==> config.mk <==
export PLATFORM = sky130hd
export DESIGN_NAME = state_seq_param
export DESIGN_NICKNAME = d
export VERILOG_FILES = /design/src/rtl/state_seq_param.sv
export SDC_FILE = /design/constraint.sdc
export NUM_CORES = 1
export LEC_CHECK = 0
export BUFFER_PORTS_ARGS = -buffer_cell sky130_fd_sc_hd__buf_2
export CAP_MARGIN = 0
export CORE_MARGIN = 4
export CORE_UTILIZATION = 50
export CTS_CLUSTER_DIAMETER = 200
export DETAILED_ROUTE_END_ITERATION = 10
export GPL_TIMING_DRIVEN = 0
export PLACE_DENSITY = 0.85
export SLEW_MARGIN = 20
export SYNTH_ARGS = -nofsm -noshare
export SYNTH_HDL_FRONTEND = slang
export SYNTH_SLANG_ARGS = --single-unit
==> constraint.sdc <==
create_clock -name clk -period 2.2 [get_ports clk]
set_clock_uncertainty 0.05 [all_clocks]
set_input_delay 0.11 -clock clk [delete_from_list [all_inputs] [get_ports clk]]
set_output_delay 0.11 -clock clk [all_outputs]
set_load 0.02 [all_outputs]
==> src/rtl/state_seq_param.sv <==
// Instruction-cycle sequencer: fetch, operand fetch, execute, iterative multiply
// and interrupt entry states, with priority-encoded interrupt acceptance.
module state_seq_param #(
    parameter int DATA_W = 16,
    parameter int IRQ_N  = 4,
    localparam int CW = $clog2(DATA_W),
    localparam int VW = $clog2(IRQ_N + 1)
) (
    input  logic             clk,
    input  logic             reset,
    input  logic             ack,
    input  logic             from_d,
    input  logic             to_d,
    input  logic             op_mul,
    input  logic             op_svc,
    input  logic             op_rit,
    input  logic [IRQ_N-1:0] irq,
    input  logic [IRQ_N-1:0] irq_mask,
    output logic [4:0]       state,
    output logic             mem_req,
    output logic [CW-1:0]    mul_cnt,
    output logic             ita,
    output logic             itf,
    output logic [VW-1:0]    it_vec
);

    typedef enum logic [4:0] {
        IF0   = 5'd0,  IF1   = 5'd1,  FF0   = 5'd2,  FF1  = 5'd3,
        FF2   = 5'd4,  TF0   = 5'd5,  TF1   = 5'd6,  EX0  = 5'd7,
        EX1   = 5'd8,  IT0   = 5'd9,  IT1   = 5'd10, IT2  = 5'd11,
        MUL1  = 5'd12, MUL2A = 5'd13, MUL2B = 5'd14, MUL3 = 5'd15,
        MUL4  = 5'd16
    } state_t;

    state_t          state_r;
    state_t          state_nxt_s;
    logic [CW-1:0]   mul_cnt_r;
    logic            itf_r;
    logic            ita_r;
    logic [VW-1:0]   it_vec_r;
    logic            mem_req_r;
    logic            mem_req_nxt_s;
    logic            accept_s;
    logic            rit_s;
    logic [VW-1:0]   vec_nxt_s;
    logic [VW-1:0]   pri_vec_s;
    logic [IRQ_N-1:0] pend_bits_s;
    logic            pend_s;

    assign pend_bits_s = irq & ~irq_mask;
    assign pend_s      = |pend_bits_s;

    // Lowest-index pending channel wins; scanning downward leaves it last.
    always_comb begin
        pri_vec_s = {VW{1'b0}};
        for (int i = IRQ_N - 1; i >= 0; i--) begin
            if (pend_bits_s[i]) begin
                pri_vec_s = VW'(i);
            end else begin
                pri_vec_s = pri_vec_s;
            end
        end
    end

    // Next-state and acceptance decode.
    always_comb begin
        state_nxt_s = state_r;
        accept_s    = 1'b0;
        rit_s       = 1'b0;
        vec_nxt_s   = pri_vec_s;
        case (state_r)
            IF0:   if (ack) state_nxt_s = IF1; else state_nxt_s = IF0;
            IF1: begin
                if (!from_d)    state_nxt_s = FF0;
                else if (!to_d) state_nxt_s = TF0;
                else            state_nxt_s = EX0;
            end
            FF0:   if (ack) state_nxt_s = FF1; else state_nxt_s = FF0;
            FF1:   state_nxt_s = FF2;
            FF2:   if (to_d) state_nxt_s = EX0; else state_nxt_s = TF0;
            TF0:   if (ack) state_nxt_s = TF1; else state_nxt_s = TF0;
            TF1:   state_nxt_s = EX0;
            EX0:   if (op_mul) state_nxt_s = MUL1; else state_nxt_s = EX1;
            EX1: begin
                if (op_rit) begin
                    rit_s       = 1'b1;
                    state_nxt_s = IF0;
                end else if (op_svc) begin
                    accept_s    = 1'b1;
                    vec_nxt_s   = VW'(IRQ_N);
                    state_nxt_s = IT0;
                end else if (pend_s && !itf_r) begin
                    accept_s    = 1'b1;
                    state_nxt_s = IT0;
                end else begin
                    state_nxt_s = IF0;
                end
            end
            IT0:   state_nxt_s = IT1;
            IT1:   if (ack) state_nxt_s = IT2; else state_nxt_s = IT1;
            IT2:   state_nxt_s = IF0;
            MUL1:  state_nxt_s = MUL2A;
            MUL2A: state_nxt_s = MUL2B;
            MUL2B: if (mul_cnt_r != {CW{1'b0}}) state_nxt_s = MUL2A; else state_nxt_s = MUL3;
            MUL3:  state_nxt_s = MUL4;
            MUL4:  state_nxt_s = EX1;
            default: state_nxt_s = IF0;
        endcase
    end

    // mem_req is registered from the next state so it lines up with state.
    always_comb begin
        mem_req_nxt_s = (state_nxt_s == IF0) || (state_nxt_s == FF0) ||
                        (state_nxt_s == TF0) || (state_nxt_s == IT1);
    end

    // State, counter and interrupt bookkeeping registers.
    always_ff @(posedge clk) begin
        if (reset) begin
            state_r   <= IF0;
            mul_cnt_r <= {CW{1'b0}};
            itf_r     <= 1'b0;
            ita_r     <= 1'b0;
            it_vec_r  <= {VW{1'b0}};
            mem_req_r <= 1'b1;
        end else begin
            state_r   <= state_nxt_s;
            mem_req_r <= mem_req_nxt_s;
            ita_r     <= accept_s;
            if (accept_s) begin
                itf_r    <= 1'b1;
                it_vec_r <= vec_nxt_s;
            end else if (rit_s) begin
                itf_r    <= 1'b0;
            end
            if (state_r == MUL1) begin
                mul_cnt_r <= CW'(DATA_W - 1);
            end else if ((state_r == MUL2B) && (mul_cnt_r != {CW{1'b0}})) begin
                mul_cnt_r <= mul_cnt_r - CW'(1);
            end
        end
    end

    assign state   = state_r;
    assign mem_req = mem_req_r;
    assign mul_cnt = mul_cnt_r;
    assign ita     = ita_r;
    assign itf     = itf_r;
    assign it_vec  = it_vec_r;

endmodule

# After elaboration in Yosys (flattened, before gate mapping)

Cells that the tools add are included.

$add $sub $neg: 1
Equality and inequality tests: 18
Muxes and demuxes: 29
Bitwise operators: 2
Reductions and logical operators: 12

Operators by type and width:

| kind                  | count |
|---|---|
| $pmux W5 S16          | 1 |
| $eq A5 B4 Y1 const B  | 8 |
| $eq A5 B3 Y1 const B  | 5 |
| $mux W3               | 8 |
| $mux W4               | 5 |
| $eq A5 B2 Y1 const B  | 3 |
| $mux W1               | 11 |
| $logic_not A5 Y1      | 2 |
| $mux W2               | 4 |
| $eq A5 B1 Y1 const B  | 1 |
| $eq A5 B5 Y1 const B  | 1 |
| $and A4 B4 Y4         | 1 |
| $not A4 Y4            | 1 |
| $reduce_bool A2 Y1    | 2 |
| $reduce_bool A4 Y1    | 1 |
| $reduce_or A4 Y1      | 1 |
| $sub A4 B1 Y4 const B | 1 |
| $logic_or A1 B1 Y1    | 3 |
| $logic_and A1 B1 Y1   | 2 |
| $logic_not A1 Y1      | 1 |

Register bits after elaboration: 15
Input bits: 16
Output and inout bits: 15
Logic and storage cells: 68

# Logic depth before layout (Yosys ltp)

Depth in word-level cells: 12
Gate-level depth with buffers: 8

# Worst setup path before layout

Ideal clock, no wire load.

Path type: register to register
From: reg mul_cnt_r[0] (netlist: mul_cnt[0])
To: reg mem_req_r (netlist: mem_req)
Library setup time: 0.070 ns
Arrival time: 1.728 ns
Data required time: 2.080 ns
Path slack: 0.352 ns
Stages on the path, launching flop included: 9
Clock period less this slack: 1.848 ns
Cell sequence: dfxtp_1 -> inv_1 -> ha_1 -> or3b_1 -> o22ai_1 -> a311oi_1 -> or2_2 -> a21oi_1 -> a21boi_1

Longest elaborated chain between the ends: 7
Elaborated cells on any way between the ends: 10
Those cells by class: eq/ne: 3; mux: 2; reduce/logical: 5

Ends and longest elaborated chain:

| what                                             | line | text |
|---|---|---|
| start: declaration                               | 37   | `logic [CW-1:0] mul_cnt_r;` |
| start signal: assignment                         | 121  | `mul_cnt_r <= {CW{1'b0}};` |
| start signal: assignment                         | 137  | `mul_cnt_r <= CW'(DATA_W - 1);` |
| start signal: assignment                         | 139  | `mul_cnt_r <= mul_cnt_r - CW'(1);` |
| $reduce_bool A4 Y1 *                             | 104  | `MUL2B: if (mul_cnt_r != {CW{1'b0}}) state_nxt_s = MUL2A; else state_nxt_s = MUL3;` |
| $mux W2 *                                        | 104  |  |
| $pmux W5 S16 *                                   | 71   | `case (state_r)` |
| $eq A5 B2 Y1 or $logic_not A5 Y1 (tied branches) | 113  | `mem_req_nxt_s = (state_nxt_s == IF0) \|\| (state_nxt_s == FF0) \|\|` |
| $logic_or A1 B1 Y1 (2 in a row)                  | 113  |  |
| $logic_or A1 B1 Y1 *                             | 114  | `(state_nxt_s == TF0) \|\| (state_nxt_s == IT1);` |
| end signal: assignment                           | 128  | `mem_req_r <= mem_req_nxt_s;` |
| end: declaration                                 | 41   | `logic mem_req_r;` |

Every way passes the cells marked *; elsewhere a longest branch is shown, timed or not.
A chain may end at the register's enable or synchronous reset.

# Worst setup path after layout

Same ends and word-level chain as after synthesis.

==> metrics <==
final hold violation count=0; IR Drop Worst-Case VDD=0.280 mV; RSZ-0062 raised after global routing=no; CP startpoint=mul_cnt[0]$_SDFFE_PP0P_; PortBufs=30; global route overflow=0; Max Cap Viol=0; Total Power=677 uW; Critical Path Sink Type=flip-flop; largest net degree at the start of global routing=11; Crit-path slowest cell=or3b_1; Setup WS pre-CTS=273 ps; HPWL Detailed=1.90 mm; GRT Total Usage=0.195; number of top-level pins=31; Post-Syn Nets=146; synth top area cells=dfxtp_1 30%, a21oi_1 7.1%, nand2b_1 6.3%; hold crit path type=in -> reg; drt pass-1 iters=4; final worst-path cycle share=0.892; die height=52.5 um; Max transition margin=0.680; mean post-synth cell area=7.69 sq um; initial DRC count=48; via density per instance=5.71; # diodes=0; Worst Hold Path EP=it_vec[0]$_SDFFE_PP0P_; Slew Viols, Final=0; Yosys warning total=0; DIE AREA=2760 sq um; fraction of layout cells with a size suffix above 1=0.268; via count of the first global-routing pass=996; Core ar.=1800 sq um; Setup-failing EPs final=0; total clock sinks=15; clock root cell=clkbuf_4; drc violations=0; CP Max Fanout=5; Worst path top cell family by delay=simple AND/OR/NAND/NOR gates; pwr/cell area=559 nW/um^2; startpoint types=flip-flop; LEAKAGE=0.000512 uW; post-synth top area share=0.303; status=completed; vias=1079; commonest non-fill, non-tap cell in the layout=buf_2; CTS tree=yes; Mapped Area=992 sq um; Max clock buf depth=2; r2r startpoint=mul_cnt[0]$_SDFFE_PP0P_; r2r setup slk=240 ps; Crit path required time=2370 ps; Post-synth EDFFs=0; leading area contributor after synthesis=dfxtp_1; drt total wl=2.48 mm; GPL Wtd Cong=0.891; Mapped Cells=129; min Tclk post-route=1960 ps; Final WS setup=238 ps; fmax=510 MHz; Worst EP arrival=2140 ps; CTS buffer count=3; post-route ant nets=0; reg2reg path depth=8; Synth-to-Final Area Change=22.1%; initial antenna violation count=0; Async SR Flop Fraction=0; CTS HTree Levels=1; FP Rows=15; Die Wd=52.5 um; ys flop type=dfxtp_1; Routed WL per cell=13.1 um; commonest cells after routing, fill and taps aside=33 x buf_2, 15 x dfxtp_1, 14 x a21oi_1, 10 x nand2b_1, 10 x nor2_1; crit path kind=reg -> reg; Hold Crit Start=op_svc; slowest stage delay, CP=360 ps; Worst Tran Pin Value=481 ps; number of synthesized register bits=15; Seq/Total Area, Yosys=0.303; Crit Reg-Reg Endpoint=mem_req$_SDFF_PP1_; critical-path cell list=inv_1 -> ha_1 -> or3b_1 -> o22ai_1 -> a311oi_1 -> or2_2 -> a21oi_1 -> a21boi_1; Initial Utilization=0.551; worst skew pair latency=290 ps; final-stage net count=182; setup TNS=0 ps; Unique masters post-synth=45; WHS=21.4 ps; Reg clk slew, reported paths=90 ps; worst path bufs/invs=1; first-pass GRT wire length=4.03 mm; hold path depth=2
-- cells by family after synthesis --
group | Yosys count | synth area share
buf+inv | 13 | 0.0605
simple gates | 57 | 0.341
fa+ha+maj | 1 | 0.0126
flops | 15 | 0.303
compound gates | 43 | 0.284
-- registers in the layout, summed over array words and instances, names as in the netlist --
| name | count |
|---|---|
| mul_cnt | 4 |
| mem_req | 1 |
| it_vec | 3 |
| itf | 1 |
| state | 5 |
| ita | 1 |
-- worst max-delay path by stage --
stage / to / depth (start not counted)
after floorplan: mem_req$_SDFF_PP1_ / 8
after global placement: mem_req$_SDFF_PP1_ / 8
after detailed placement: mem_req$_SDFF_PP1_ / 8
after CTS: mem_req$_SDFF_PP1_ / 8
after global routing: mem_req$_SDFF_PP1_ / 8
final: mem_req$_SDFF_PP1_ / 8
-- through the flow --
| step | instance area [sq um] | util | instances |
|---|---|---|---|
| CTS | 1210 | 0.672 | 189 |
| floorplan | 992 | - | 129 |
| global placement | 1170 | 0.651 | 184 |
| finish | 1210 | 0.672 | 189 |
| global route | 1210 | 0.672 | 189 |
| detailed placement | 1170 | 0.651 | 184 |
-- Yosys cell counts, drive strengths merged, types with 2 or more instances --
cell type  instances
dfxtp             15
a21oi             14
nand2b            10
nor2              10
nand2              8
o21ai              8
inv                6
nor3               5
buf                4
or3                4
a211oi             3
a31oi              3
clkbuf             3
nand3b             3
or3b               3
and2               2
nor2b              2
o211ai             2
o21bai             2
or2                2
-- worst register-to-register path: cells and delay by family, from the launching register on --
| family | cells | cell delay (ps) |
|---|---|---|
| buffers and inverters | 1 | 70 |
| DFF | 1 | 350 |
| adders and majority gates | 1 | 200 |
| AOI/OAI and AO/OA | 4 | 580 |
| and+or+nand+nor | 2 | 660 |
-- power by group --
group          total [uW]  leakage (uW)  internal, uW  switching (uW)
clock                 161     0.0000177          67.6            93.7
combinational         217      0.000372          92.3             125
sequential            298      0.000122           285            13.6
total                 676      0.000512           445             232
-- metal layers --
metal	routed length, um	share of wire	GRT usage	up-vias
met5	0	0	0	-
met4	47	0.019	0.106	0
met3	207	0.084	0.0342	5
met2	1180	0.48	0.333	45
met1	1040	0.42	0.228	487
li1	-	-	-	542
-- repair_timing --
| item | in CTS | in global routing |
|---|---|---|
| setup buffers | 0 | 0 |
| endpoints found under the hold margin | 1 | 0 |
| hold buffers | 1 | 0 |
| gates resized for setup | 0 | 0 |
-- final cells by class --
cell class	count	area [sq um]
Multi-Input combinational cell	101	632
Clock buffer	3	22.5
Timing Repair Buffer	31	160
Fill cell	165	591
Clock inverter	1	5.00
Inverter	6	22.5
Sequential cell	15	300
Buffer	7	37.5
Tap cell	25	31.3
(Power assumes the default switching activity.)
